**src/rtl/lab2_nibble_serial_cla_adder.sv**
```systemverilog
// Multi-cycle nibble-serial carry-lookahead adder: one 4-bit CLA slice per clock, LSB nibble first.
// Optional signed-overflow output Ovf is enabled by defining LAB2_OVERFLOW_EN.
module lab2_nibble_serial_cla_adder #(
    parameter int unsigned WIDTH = 16
) (
    input  logic             clk,
    input  logic             rst,
    input  logic             start,
    input  logic [WIDTH-1:0] X,
    input  logic [WIDTH-1:0] Y,
    input  logic             Cin,
    output logic             busy,
    output logic             done,
    output logic [WIDTH-1:0] Sum,
    output logic             Cout
`ifdef LAB2_OVERFLOW_EN
    ,
    output logic             Ovf
`endif
);

    localparam int unsigned NIBBLES = WIDTH / 4;
    localparam int unsigned CW      = (NIBBLES > 1) ? $clog2(NIBBLES) : 1;
    localparam logic [CW-1:0] K_LAST = CW'(NIBBLES - 1);

    typedef enum logic [1:0] {IDLE, RUN, DONE} state_t;

    state_t           state;
    logic [WIDTH-1:0] x_q;
    logic [WIDTH-1:0] y_q;
    logic [WIDTH-1:0] shadow;
    logic             carry;
    logic [CW-1:0]    k;

    logic [3:0]       p;
    logic [3:0]       g;
    logic [4:0]       c;
    logic [3:0]       slice_sum;
    logic [WIDTH-1:0] shadow_next;

    // Operands shift right each slice, so the active nibble is always bits [3:0];
    // the result shifts in from the top so nibble 0 lands at the bottom after NIBBLES slices.
    always_comb begin
        p    = x_q[3:0] ^ y_q[3:0];
        g    = x_q[3:0] & y_q[3:0];
        c    = '0;
        c[0] = carry;
        c[1] = g[0] | (p[0] & c[0]);
        c[2] = g[1] | (p[1] & g[0]) | (p[1] & p[0] & c[0]);
        c[3] = g[2] | (p[2] & g[1]) | (p[2] & p[1] & g[0]) | (p[2] & p[1] & p[0] & c[0]);
        c[4] = g[3] | (p[3] & g[2]) | (p[3] & p[2] & g[1]) | (p[3] & p[2] & p[1] & g[0])
             | (p[3] & p[2] & p[1] & p[0] & c[0]);
        slice_sum   = p ^ c[3:0];
        shadow_next = (shadow >> 4) | (WIDTH'(slice_sum) << (WIDTH - 4));
    end

    always_ff @(posedge clk or posedge rst) begin
        if (rst) begin
            state  <= IDLE;
            busy   <= 1'b0;
            done   <= 1'b0;
            Sum    <= '0;
            Cout   <= 1'b0;
`ifdef LAB2_OVERFLOW_EN
            Ovf    <= 1'b0;
`endif
            x_q    <= '0;
            y_q    <= '0;
            shadow <= '0;
            carry  <= 1'b0;
            k      <= '0;
        end else begin
            case (state)
                IDLE, DONE: begin
                    done <= 1'b0;
                    if (start) begin
                        x_q   <= X;
                        y_q   <= Y;
                        carry <= Cin;
                        k     <= '0;
                        state <= RUN;
                        busy  <= 1'b1;
                    end else begin
                        state <= IDLE;
                        busy  <= 1'b0;
                    end
                end
                RUN: begin
                    x_q    <= x_q >> 4;
                    y_q    <= y_q >> 4;
                    shadow <= shadow_next;
                    carry  <= c[4];
                    k      <= k + CW'(1);
                    if (k == K_LAST) begin
                        state <= DONE;
                        busy  <= 1'b0;
                        done  <= 1'b1;
                        Sum   <= shadow_next;
                        Cout  <= c[4];
`ifdef LAB2_OVERFLOW_EN
                        Ovf   <= c[3] ^ c[4];
`endif
                    end
                end
                default: begin
                    state <= IDLE;
                    busy  <= 1'b0;
                    done  <= 1'b0;
                end
            endcase
        end
    end

endmodule
```
**config.mk**
```make
export PLATFORM = sky130hd
export DESIGN_NAME = lab2_nibble_serial_cla_adder
export DESIGN_NICKNAME = d
export VERILOG_FILES = /design/src/rtl/lab2_nibble_serial_cla_adder.sv
export SDC_FILE = /design/constraint.sdc
export NUM_CORES = 1
export LEC_CHECK = 0
export BUFFER_PORTS_ARGS = -buffer_cell sky130_fd_sc_hd__buf_2
export CAP_MARGIN = 0
export CELL_PAD_IN_SITES_DETAIL_PLACEMENT = 1
export CELL_PAD_IN_SITES_GLOBAL_PLACEMENT = 1
export CORE_MARGIN = 8
export CORE_UTILIZATION = 42
export CTS_CLUSTER_DIAMETER = 30
export DETAILED_ROUTE_END_ITERATION = 8
export PLACE_DENSITY_LB_ADDON = 0.25
export SLEW_MARGIN = 15
export SYNTH_ARGS = -nofsm -noshare
export SYNTH_HDL_FRONTEND = slang
export SYNTH_SLANG_ARGS = --single-unit
```
**constraint.sdc**
```tcl
create_clock -name clk -period 2.6 [get_ports clk]
set_input_delay 0.52 -clock clk [delete_from_list [all_inputs] [get_ports clk]]
set_output_delay 0.52 -clock clk [all_outputs]
set_load 0.03 [all_outputs]
```
==> summary by stage, run 1 <==
Cells and area
The share of the core filled with cells is 0.508. The net total in the final layout is about 360. Summing all multi-input logic gate instances after layout gives 0.00105 sq mm. The area growth from synthesis to layout is 19.2%. The area taken by flip-flops and latches is 0.00168 sq mm. Counting the fill cells in the layout gives about 750. The repair_antennas step left the layout with diodes totalling 0. The share of final-layout standard cells stronger than drive strength 1 is 0.289.

Synth
Of the post-synthesis cell area, the dominant cell type holds 0.592. Ranked by total cell area, the synthesized netlist is headed by sky130_fd_sc_hd__dfrtp_1, sky130_fd_sc_hd__o22ai_1, sky130_fd_sc_hd__mux2_2, sky130_fd_sc_hd__nand2_1, sky130_fd_sc_hd__nor3_1. The most instantiated library cell after synthesis is sky130_fd_sc_hd__dfrtp_1. The Yosys warning count is 0. Of the total synthesized cell area, the portion taken by XOR and XNOR cells is 0.00309. The mux share of post-synthesis cell area is 0.0694. The commonest cells after synthesis are sky130_fd_sc_hd__dfrtp_1, sky130_fd_sc_hd__nand2_1, sky130_fd_sc_hd__nor2_1, sky130_fd_sc_hd__o22ai_1, sky130_fd_sc_hd__nor3_1.

The count of flip-flops with a built-in enable after synthesis is 0. The share of the yosys chip area belonging to registers is 0.592. The average instance in the mapped netlist occupies between 10 and 15 sq um. The most used flip-flop cell after synthesis is sky130_fd_sc_hd__dfrtp_1. The main combinational cell family by area after synthesis is simple AND/OR/NAND/NOR gates. The number of distinct library cells after synthesis is 29. Synthesis produced a netlist with a net count of 303. The share of the synthesized area in compound gates (AO/OA/AOI/OAI) is 0.124. Counting flops with an async set or reset pin after synthesis yields a share of 1.00. The fraction of the mapped netlist area in adder cells is 0.0292. Synthesis produced 261 cells. sky130_fd_sc_hd__dfrtp_1 takes more of the synthesized area than any other cell. Of the total synthesized cell area, the portion taken by AND, OR, NAND and NOR gates is 0.142.

The number of register bits inferred by synthesis is between 60 and 70. The cell area that synthesis handed to floorplanning was 0.00283 sq mm.

Setup path
In this run the register-to-register setup slack is roughly 0.87 ns. The arrival time at the worst endpoint is ~2.0 ns. The critical path required time is around 2.8 ns. The launch point of the worst reg-to-reg path is k[0]$_DFFE_PP0P_. In this run the critical register-to-register path is captured at Sum[4]$_DFFE_PP0P_.

The count of cells along the worst register-to-register path is 4. The maximum net fanout on the critical path is 16. The setup path with the least slack is of type register to register. The category of the worst setup path launch point is a register. The worst setup path is captured at a register.

Floorplan
Pin placement for this block handled 55 I/O pins. The die outline height is roughly 98 microns. The core region area is ~0.0066 sq mm. The floorplan step defined a die boundary enclosing just under 0.01 sq mm.

For this configuration, the core starts out at a cell density of 0.426. Row generation in the floorplan step produced 30 rows. From left edge to right edge, the die measures slightly below 100 microns.

Clock network
The clock passes through at most 2 buffers. The number of buffers created by CTS is 9. Clock latency on the worst-skew pair, taken at its later pin, is roughly 0.35 ns. The TritonCTS sink count is 67.

After clock tree synthesis, the setup repair step added 0 buffers. The tree is rooted in a sky130_fd_sc_hd__clkbuf_8. Once the clock tree was built, the resizer swapped 0 gates to a different size. CTS built an H-tree with a depth of 3.

The clock-pin slew on the worst setup and hold paths is 0.08 ns. The clock tree from TritonCTS is built. The hold buffer count at cts is 0.

Pwr
Across the VDD grid, the largest voltage drop is ~0.43 mV. The sequential share of power is 0.376. The switching power is a little over 2 mW. The share of power burned in combinational logic is 0.447. The clock group share of total power is 0.176. The internal power is between 2 and 3 mW.

After layout, the design draws a total of between 4 and 5 mW. Of the total power, the share spent switching nets is 0.416. The cell area power density is between 1000 and 1500 mW/mm^2. The leakage component of the power is ~1.6 nW.

Global route
Global routing finished with a remaining overflow of 0. The wire length of the first global-routing pass is roughly 12000 microns. The number of antenna violations at the first check in global routing came to 0. Entering global routing, the biggest net connects between 40 and 50 pins. The via count of the first global-routing pass was 2493. For this run, the total global-route usage over all layers was measured as 0.159.

Detailed routing
For this block, the initial DRC count from the detailed router was around 110. The number of detailed-route iterations in the first pass is 5. Using the TritonRoute via totals, the vias-per-cell ratio works out to 5.40. Dividing the detail-routed wire length by the instance count gives roughly 17 microns.

After detailed routing, the total wire length is roughly 6900 microns. For this block, the via count after detailed routing is about 2100. For this run, design rule violations remaining after detail routing come to 0.

In this run the remaining antenna-violating nets after routing total 0.

Placed design
After legalization and detailed placement, the total HPWL measured around 4800 microns. In this run the tool buffered the top-level ports with 54 buffer cells. Routability-driven placement finished with a final weighted congestion of 0.798. The pre-CTS setup slack is 0.802 ns.

STA
The worst-case setup margin in the final layout is a little under 0.9 ns. The final setup violation count is 0. Timing would allow up to approximately 0.58 GHz.

The hold violation count in the final report was 0. The transition time at the pin with the least slew margin is between 0.8 and 0.9 ns. Setup repair after global routing left no endpoint under its margin.

The accumulated negative setup slack is 0 ns. The headroom to the max-slew limit is 0.433. The final period utilization is 0.665. On the final layout, the worst hold slack is roughly 0.2 ns. The time the final worst path needs with I/O delays and setup is between 1.5 and 2 ns. Across the routed clock network, the largest skew measured is about 0.013 ns.

The max-slew violation total from the final report is 0.

Job
The number of max-cap violations is 0.

Status
The flow ran to the end, and the final reports show no timing, DRC or antenna violations.

Hold path
The path class of the tightest hold or removal check is input pin to async pin.
==> cell families (layout without fill, tap and decap cells) <==
| group | Yosys count | after routing |
|---|---|---|
| xor+xnor | 1 | 1 |
| flops | 67 | 67 |
| buf+inv | 25 | 82 |
| simple gates | 91 | 91 |
| compound gates | 53 | 53 |
| fa+ha+maj | 6 | 6 |
| mux | 18 | 18 |
==> cells in the final DEF, fill, tap and decap left out, types with 2 or more instances in the layout <==
master                     instances
sky130_fd_sc_hd__mux2_2           13
sky130_fd_sc_hd__clkbuf_8         11
sky130_fd_sc_hd__nor2_1           24
sky130_fd_sc_hd__nor2b_2           2
sky130_fd_sc_hd__ha_1              5
sky130_fd_sc_hd__nor2b_1           2
sky130_fd_sc_hd__inv_1             5
sky130_fd_sc_hd__o31ai_1           2
sky130_fd_sc_hd__nand2b_1          2
sky130_fd_sc_hd__o22ai_1          24
sky130_fd_sc_hd__dfrtp_1          67
sky130_fd_sc_hd__nand2_1          31
sky130_fd_sc_hd__clkbuf_1          2
sky130_fd_sc_hd__a22o_1            9
sky130_fd_sc_hd__buf_2            54
sky130_fd_sc_hd__or4_1             2
sky130_fd_sc_hd__nor3_1           22
sky130_fd_sc_hd__mux2i_1           5
sky130_fd_sc_hd__buf_4             6
sky130_fd_sc_hd__a21oi_1           3
sky130_fd_sc_hd__o21ai_0           9
sky130_fd_sc_hd__nand3_1           4
==> state kept, by name, indices dropped and copies added (netlist names), 2 cells and up <==
name and cells:
x_q 16, k 2, Sum 16, y_q 16, shadow 12
==> worst max-delay path: stages (launching register included) <==
cell and delay, ns:
sky130_fd_sc_hd__dfrtp_1 0.40, sky130_fd_sc_hd__ha_1 0.26, sky130_fd_sc_hd__nand3b_1 0.29, sky130_fd_sc_hd__buf_4 0.29
sky130_fd_sc_hd__mux2_2 0.36
==> how the worst max path moves through the flow <==
stage	to	slack, ns	startpoint	cells after the start
floorplan	Cout$_DFFE_PP0P_	0.40	rst	1
global placement	k[1]$_DFFE_PP0P_	0.85	start	4
detailed placement	y_q[15]$_DFFE_PP0P_	0.80	start	4
CTS	y_q[15]$_DFFE_PP0P_	0.83	state[0]$_DFFE_PP0P_	3
global route	Cout$_DFFE_PP0P_	0.69	state[0]$_DFFE_PP0P_	4
finish	Sum[4]$_DFFE_PP0P_	0.87	k[0]$_DFFE_PP0P_	4
==> per-stage QoR <==
step,std cells,instance area (sq um)
2_1_floorplan,261,2830
3_3_place_gp,383,3180
3_5_place_dp,383,3180
4_1_cts,398,3380
5_1_grt,398,3380
6_report,398,3380
==> power by group through the flow <==
| stage | sequential [mW] | clock [mW] | combinational (mW) |
|---|---|---|---|
| after floorplan | 2.05 | 0 | 1.43 |
| after global placement | 1.85 | 0 | 2.17 |
| after detailed placement | 1.88 | 0 | 2.23 |
| after CTS | 1.86 | 0.893 | 2.25 |
| after global routing | 1.93 | 0.934 | 2.48 |
| final | 1.86 | 0.871 | 2.21 |
==> per-layer routing <==
metal / vias to the layer above / GRT usage / part of all wire / routed length, microns
met5: - / 0 / 0 / 0
met4: 0 / 0.0755 / 0.020 / 136
met3: 10 / 0.0491 / 0.051 / 355
met2: 49 / 0.255 / 0.48 / 3320
met1: 1058 / 0.190 / 0.45 / 3110
li1: 1032 / - / - / -
==> final cells by class <==
cell class	count	area share
clock buffer	13	0.0471
sequential	67	0.497
inverter	6	0.00667
clock inverter	2	0.0104
timing repair buffer	61	0.0993
tap	80	0.0297
multi-input combinational	169	0.310
Note: power is estimated with default switching activity, not from simulation.
==> run 2, diff against run 1 <==
==> constraint.sdc (replaced) <==
create_clock -name clk -period 1.76 [get_ports clk]
set_input_delay 0.352 -clock clk [delete_from_list [all_inputs] [get_ports clk]]
set_output_delay 0.352 -clock clk [all_outputs]
set_load 0.03 [all_outputs]
==> run 2 against run 1 <==
  * Count of clock-buffer cells in the layout down 1
  * Final area up 1.9%
  * Highest routed layer unchanged
  * Setup slack worse by 0.74 ns
  * Hold slack worse by 0.094 ns
  * Die area unchanged
  * Sequential cell count unchanged
  * Critical path type unchanged
  * First-iteration DRC count down 52%
==> summary by stage, run 2 (synthesis results as in run 1) <==
Status
The flow ran to the end, and the final reports show no timing, DRC or antenna violations.

Pwr
The share of power burned in combinational logic is 0.453. The clock group share of total power is 0.182. For this design the ratio of total power to cell area is roughly 2200 mW/mm^2. The leakage component of the power is ~1.7 nW. Of the total power, the share spent switching nets is 0.410. The switching power is ~3.0 mW.

The sequential share of power is 0.366. The internal power is approximately 4.4 mW. VDD sags by at most just under 0.8 mV.

Global route
For this run, the total global-route usage over all layers was measured as 0.154. The number of antenna violations at the first check in global routing is 0. The maximum number of pins on one net before global-route repair is around 70. The first global-routing pass estimated 11900 microns of wire.

The via count of the first global-routing pass is 2470. The leftover overflow at the end of global routing is 0.

Clock network
The post-CTS setup repair buffer count is 0. The TritonCTS sink count is 67. The clock tree from TritonCTS is built. In this run the clock root is driven by a sky130_fd_sc_hd__clkbuf_8. Clock-pin slew was measured on the worst setup and hold paths at around 0.080 ns. Counting along the longest clock path gives a buffer depth of 2. The hold buffer count at cts is 0. In this run the number of H-tree levels came out at 3. The clock insertion delay at the later pin of the skew report is 0.34 ns. Gates resized during post-CTS repair numbered 0. Counting the buffers created by CTS gives 9.

STA
Headroom to the max-slew limit came out at 0.702. The accumulated negative setup slack is 0 ns. The hold violation count in the final report is 0. Setup repair after global routing left no endpoint under its margin. Static timing analysis puts the maximum clock frequency at between 0.6 and 0.7 GHz. Dividing the final minimum period by the clock period gives 0.925. The final setup violation count is 0. The time the final worst path needs with I/O delays and setup is ~1.6 ns. The max-slew violation total from the final report is 0. The setup clock skew after layout is between 0.01 and 0.015 ns. At the pin with the least slew margin, the transition time is between 0.4 and 0.5 ns.

Detailed routing
The wire length per cell is 17.2 microns. For this run, design rule violations remaining after detail routing come to 0. The final route contains around 2200 vias. The count of nets left with antenna violations once routing finished came out at 0. The via density per instance is 5.35. The first TritonRoute pass finished after 4 iterations. The detailed router finished its first iteration with 51 violations.

The wire length after detailed routing is about 7000 microns.

Setup path
The path type of the worst setup path is register to register. In this design, the largest share of critical-path delay is due to simple AND/OR/NAND/NOR gates. STA classifies the critical path startpoint as a register. The count of cells along the worst register-to-register path is 4.

For the worst setup path, the data arrival time is 1.90 ns. The type of element capturing the critical path is a register. The number of buffers and inverters on the critical path is 0. The startpoint identified for the worst register-to-register timing path is k[0]$_DFFE_PP0P_. Walking the worst path, the cells encountered are ha_1 > nand3b_1 > or4_1 > nand3_1. Following the worst setup path forward leads to its endpoint at Sum[15]$_DFFE_PP0P_.

The setup check on the worst reg-to-reg path leaves a slack of between 0.1 and 0.15 ns. The critical path required time is between 2 and 2.5 ns. On the critical path, the stage with the largest delay is an instance of sky130_fd_sc_hd__or4_1. The worst register-to-register path ends at Sum[15]$_DFFE_PP0P_.

In this run the worst setup path begins at k[0]$_DFFE_PP0P_. The longest individual stage delay on the worst path is ~0.55 ns. Along the worst path, the maximum fanout reaches 5.

The path length in cells of the critical path is 4.

Hold path
The class of the worst hold path is input pin to async pin.

Placed design
In this run the tool buffered the top-level ports with between 50 and 60 buffer cells. Including well taps, the total number of placed cells is 387. After legalization and detailed placement, the total HPWL measured about 4700 microns.

Routability-driven placement finished with a final weighted congestion of around 0.76.

Cells and area
The largest registers in the layout are Sum x16, x_q x16, y_q x16. The area added between synthesis and finish is 21.5%. In the layout the commonest cells are sky130_fd_sc_hd__dfrtp_1, sky130_fd_sc_hd__buf_2, sky130_fd_sc_hd__nand2_1. Fill cells in the final layout number approximately 750.

The number of antenna cells inserted is 0. The most frequent standard cell in the layout excluding fill and tap cells is sky130_fd_sc_hd__dfrtp_1. The net total in the final layout is 360.

Once layout is complete, the cells apart from fillers number ~400. For this run, the share of the core covered by cells in the final layout is 0.518. The area taken by flip-flops and latches is between 0.0015 and 0.002 sq mm. The area used by multi-input combinational logic is 0.00105 sq mm. The share of final-layout standard cells stronger than drive strength 1 is 0.307.

Floorplan
The total die area is between 0.009 and 0.01 sq mm. For this configuration, the core starts out at a cell density of 0.426. In this run the vertical extent of the chip is 98.1 microns. The I/O pin count is between 50 and 60.

The die is 98.1 microns wide. The region available for standard cell placement spans 0.00664 sq mm. The floorplan has 30 rows.

Job
The number of max-cap violations is 0.
## run 2: per-layer routing
metal / share of wire / GRT usage / vias up
met5: 0 / 0 / -
met4: 0.0094 / 0.0683 / 0
met3: 0.059 / 0.0469 / 6
met2: 0.49 / 0.259 / 44
met1: 0.44 / 0.175 / 1073
li1: - / - / 1032
## run 2: worst register-to-register path: cells and delay by family, from the launching register on
kind                     cells  cell delay (ns)
AND/OR/NAND/NOR              3             0.85
adder cells (fa/ha/maj)      1             0.32
flip-flops                   1             0.38
## run 2: worst min-delay path by stage
stage / startpoint / to / slack [ns] / cells past startpoint
2_1_floorplan: shadow[4]$_DFFE_PP0P_ / shadow[4]$_DFFE_PP0P_ / 0.44 / 2
3_3_place_gp: shadow[7]$_DFFE_PP0P_ / shadow[7]$_DFFE_PP0P_ / 0.46 / 2
3_5_place_dp: shadow[5]$_DFFE_PP0P_ / shadow[5]$_DFFE_PP0P_ / 0.47 / 2
4_1_cts: rst / x_q[6]$_DFFE_PP0P_ / 0.11 / 3
5_1_grt: rst / Sum[1]$_DFFE_PP0P_ / 0.12 / 3
6_report: rst / shadow[5]$_DFFE_PP0P_ / 0.11 / 3
## run 2: stage by stage
stage / worst slack, ns / cell area, sq um / hold slack, ns / total power, mW
2_1_floorplan: 0.305 / 2840 / 0.442 / 5.14
3_3_place_gp: 0.209 / 3230 / 0.456 / 6.00
3_5_place_dp: 0.119 / 3230 / 0.469 / 6.16
4_1_cts: 0.105 / 3440 / 0.111 / 7.54
5_1_grt: 0.0509 / 3440 / 0.122 / 8.03
6_report: 0.131 / 3440 / 0.110 / 7.43
## run 2: layout make-up
| type | count | share of cell area |
|---|---|---|
| clock buffers | 12 | 0.0480 |
| clock inverters | 4 | 0.0138 |
| inverters | 6 | 0.00764 |
| multi-input cells | 169 | 0.304 |
| flip-flops and latches | 67 | 0.487 |
| well taps | 80 | 0.0291 |
| repair buffers | 65 | 0.110 |
## run 2: power groups by stage
| stage | registers, mW | logic (mW) | clock network, mW |
|---|---|---|---|
| finish | 2.72 | 3.36 | 1.35 |
| global route | 2.83 | 3.76 | 1.44 |
| CTS | 2.73 | 3.42 | 1.38 |
| detailed placement | 2.76 | 3.40 | 0 |
| global placement | 2.71 | 3.28 | 0 |
| floorplan | 3.03 | 2.11 | 0 |
==> run 3, diff against run 2 <==
--- a/config.mk
+++ b/config.mk
@@ -5,15 +5,16 @@
 export SDC_FILE = /design/constraint.sdc
 export NUM_CORES = 1
 export LEC_CHECK = 0
-export BUFFER_PORTS_ARGS = -buffer_cell sky130_fd_sc_hd__buf_2
 export CAP_MARGIN = 0
 export CELL_PAD_IN_SITES_DETAIL_PLACEMENT = 1
 export CELL_PAD_IN_SITES_GLOBAL_PLACEMENT = 1
 export CORE_MARGIN = 8
-export CORE_UTILIZATION = 42
+export CORE_UTILIZATION = 48
 export CTS_CLUSTER_DIAMETER = 30
 export DETAILED_ROUTE_END_ITERATION = 8
-export PLACE_DENSITY_LB_ADDON = 0.25
+export DONT_BUFFER_PORTS = 1
+export GPL_TIMING_DRIVEN = 0
+export PLACE_DENSITY = 0.88
 export SLEW_MARGIN = 15
 export SYNTH_ARGS = -nofsm -noshare
 export SYNTH_HDL_FRONTEND = slang
==> run 3 against run 2 <==
  * Highest routed layer unchanged
  * Critical path type unchanged
  * Largest power group is now sequential cells
  * Core utilization increased by 2.2 points
  * Via count decreased by 4.5%
  * Hold slack got worse by 0.098 ns
==> summary by stage, run 3 (synthesis results as in run 1) <==
Floorplan
The initial standard-cell utilization of the core is 0.487. 55 I/O pins were placed. The die outline height is a little over 90 microns. The total area inside the core boundary comes to between 0.005 and 0.006 sq mm.

The site row count is 28. From left edge to right edge, the die measures roughly 93 microns. The total die area is 0.00861 sq mm.

Placed design
Buffers placed on the I/O ports in this run total 0. The final RePlAce weighted congestion is just over 0.8. After legalization and detailed placement, the total HPWL measured slightly above 5000 microns. Counting tap cells, the placed design contains a total of ~340 instances.

Cells and area
In the layout the commonest cells are sky130_fd_sc_hd__dfrtp_1, sky130_fd_sc_hd__nand2_1, sky130_fd_sc_hd__o22ai_1, sky130_fd_sc_hd__nor2_1, sky130_fd_sc_hd__nor3_1. The number of antenna diodes in the final layout is 0. In the final layout, the share of cells above drive strength 1 is 0.174. The net total in the final layout is between 300 and 400.

The most frequent standard cell in the layout excluding fill and tap cells is sky130_fd_sc_hd__dfrtp_1. At the end of the flow the core is filled with cells to 0.540. The count of cells in the finished layout, fillers not included, comes to 351. After filler insertion, the fill cell instance count of the layout stands at around 650. The largest registers in the layout are Sum x16, x_q x16, y_q x16. Relative to the synthesized area, the layout overhead comes to 10.8%.

STA
After layout, the minimum clock period comes to 1.61 ns. At the pin with the least slew margin, the transition time is a little under 0.8 ns. Setup violations remaining at the end of the flow were counted as 0.

The final-layout worst hold slack is 0.0128 ns. Setup repair after global routing left no endpoint under its margin. The worst pin sits at a relative slew slack of 0.477.

The setup clock skew after layout is 0.00450 ns. The max-slew violation total from the final report is 0. The final period utilization is 0.914. The highest clock rate is 0.622 GHz.

The hold violation count in the final report is 0.

Pwr
Summed over all cells, the static leakage comes to about 1.4 nW. The maximum resistive drop on vdd is 0.972 mV. The sequential share of power is 0.442.

The internal power is a little over 4 mW. The switching power is 3.09 mW. Dividing total power by cell area gives a power density of roughly 2300 mW/mm^2. Overall power consumption after layout is estimated at 7.20 mW.

The share of power burned in combinational logic is 0.387. The share of total power consumed by net switching is 0.430. The share of total power dissipated in the clock network is 0.170.

Detailed routing
For this block, the initial DRC count from the detailed router was between 60 and 70. The number of detailed-route iterations in the first pass is 4. After detailed routing, the total wire length is approximately 7000 microns.

The via density per instance is between 5 and 6. The total via count after detailed routing is ~2100. The wire length per cell is between 15 and 20 microns. The detail route stage leaves a number of antenna-violating nets equal to 0. The count of unresolved DRC violations after routing is 0.

Job
The number of max-cap violations is 0.

Clock network
The clock-pin slew on the worst setup and hold paths is about 0.060 ns. The master cell of the clock root buffer is sky130_fd_sc_hd__clkbuf_8. In this run, CTS created clock tree buffers numbering 9. The later pin in the worst-skew pair is clocked with a latency of ~0.35 ns. The number of gates resized after CTS was 1. The number of hold buffers added after CTS was 0.

For this design, the sink count on the clock tree is 67. After clock tree synthesis, the setup repair step added 0 buffers. The clock tree from TritonCTS is built.

The number of H-tree branching levels is 3. The longest clock path from root to sink contains 2 buffers.

Setup path
The critical path required time is 1.99 ns. The type of element capturing the critical path is a register. STA classifies the critical path startpoint as a register.

The path type of the worst setup path is register to register. Data on the critical path arrives at its endpoint at between 1.5 and 2 ns. The maximum net fanout on the critical path is 10.

Global route
The number of antenna violations at the first check in global routing is 0. Global routing finished with a remaining overflow of 0. The maximum number of pins on one net before global-route repair is 37. The first global-routing pass estimated 11600 microns of wire.

Across every metal layer, demand over resource in global routing totals 0.174. The via count of the first global-routing pass is ~2300.

Hold path
In this run the worst hold path is classified as input pin to async pin.

Status
The flow ran to the end, and the final reports show no timing, DRC or antenna violations.
[run 3: changes by cell type in the layout (fill, tap and decap cells not counted), sizes merged]
cell	before	now
clkbuf	12	15
clkinvlp	2	1
buf	65	16
[run 3: path summary, 6_finish.rpt]
path                            cells after the start             startpoint               endpoint  slack [ns]
worst min-delay path                                1                    rst     Sum[0]$_DFFE_PP0P_        0.01
max in group asynchronous                           2                    rst       done$_DFFE_PP0P_        1.14
worst max register to register                      4       k[0]$_DFFE_PP0P_     Sum[9]$_DFFE_PP0P_        0.15
min in group clk                                    1                  Y[12]    y_q[12]$_DFFE_PP0P_        0.14
worst min register to register                      2  shadow[5]$_DFFE_PP0P_  shadow[5]$_DFFE_PP0P_        0.48
worst max-delay path                                4       k[0]$_DFFE_PP0P_     Sum[9]$_DFFE_PP0P_        0.15
[run 3: worst max-delay path, stage by stage, from the launching register on]
cell,delay [ns]
sky130_fd_sc_hd__dfrtp_1,0.40
sky130_fd_sc_hd__ha_1,0.27
sky130_fd_sc_hd__nand3b_1,0.18
sky130_fd_sc_hd__buf_2,0.28
sky130_fd_sc_hd__mux2_2,0.36
[run 3: area by class of cell]
class	count	area, sq um	area share
flip-flops and latches	67	1680	0.535
repair buffers	1	20.0	0.00638
clock buffers	11	141	0.0451
inverters	6	26.3	0.00837
clock inverters	3	40.0	0.0128
multi-input cells	169	1050	0.334
well taps	75	93.8	0.0299
plain buffers	19	91.3	0.0291
[run 3: metrics by stage]
| step | setup slack [ns] | area [sq um] | TNS [ns] |
|---|---|---|---|
| 6_report | 0.152 | 3140 | 0 |
| 5_1_grt | 0.0523 | 3140 | 0 |
| 4_1_cts | 0.0684 | 3130 | 0 |
| 3_5_place_dp | -0.0108 | 2950 | -0.0239 |
| 3_3_place_gp | 0.00330 | 2930 | 0 |
| 2_1_floorplan | 0.305 | 2840 | 0 |
[run 3: routing by layer]
metal | part of all wire | track usage
met1 | 0.41 | 0.194
met2 | 0.49 | 0.281
met3 | 0.085 | 0.0777
met4 | 0.016 | 0.0792
met5 | 0 | 0
[run 3: power by group through the flow]
stage | registers (mW) | clock network (mW) | logic, mW
4_1_cts | 3.20 | 1.27 | 2.79
5_1_grt | 3.28 | 1.32 | 3.16
3_5_place_dp | 3.23 | 0 | 2.75
2_1_floorplan | 3.03 | 0 | 2.11
6_report | 3.19 | 1.23 | 2.79
3_3_place_gp | 3.18 | 0 | 2.59
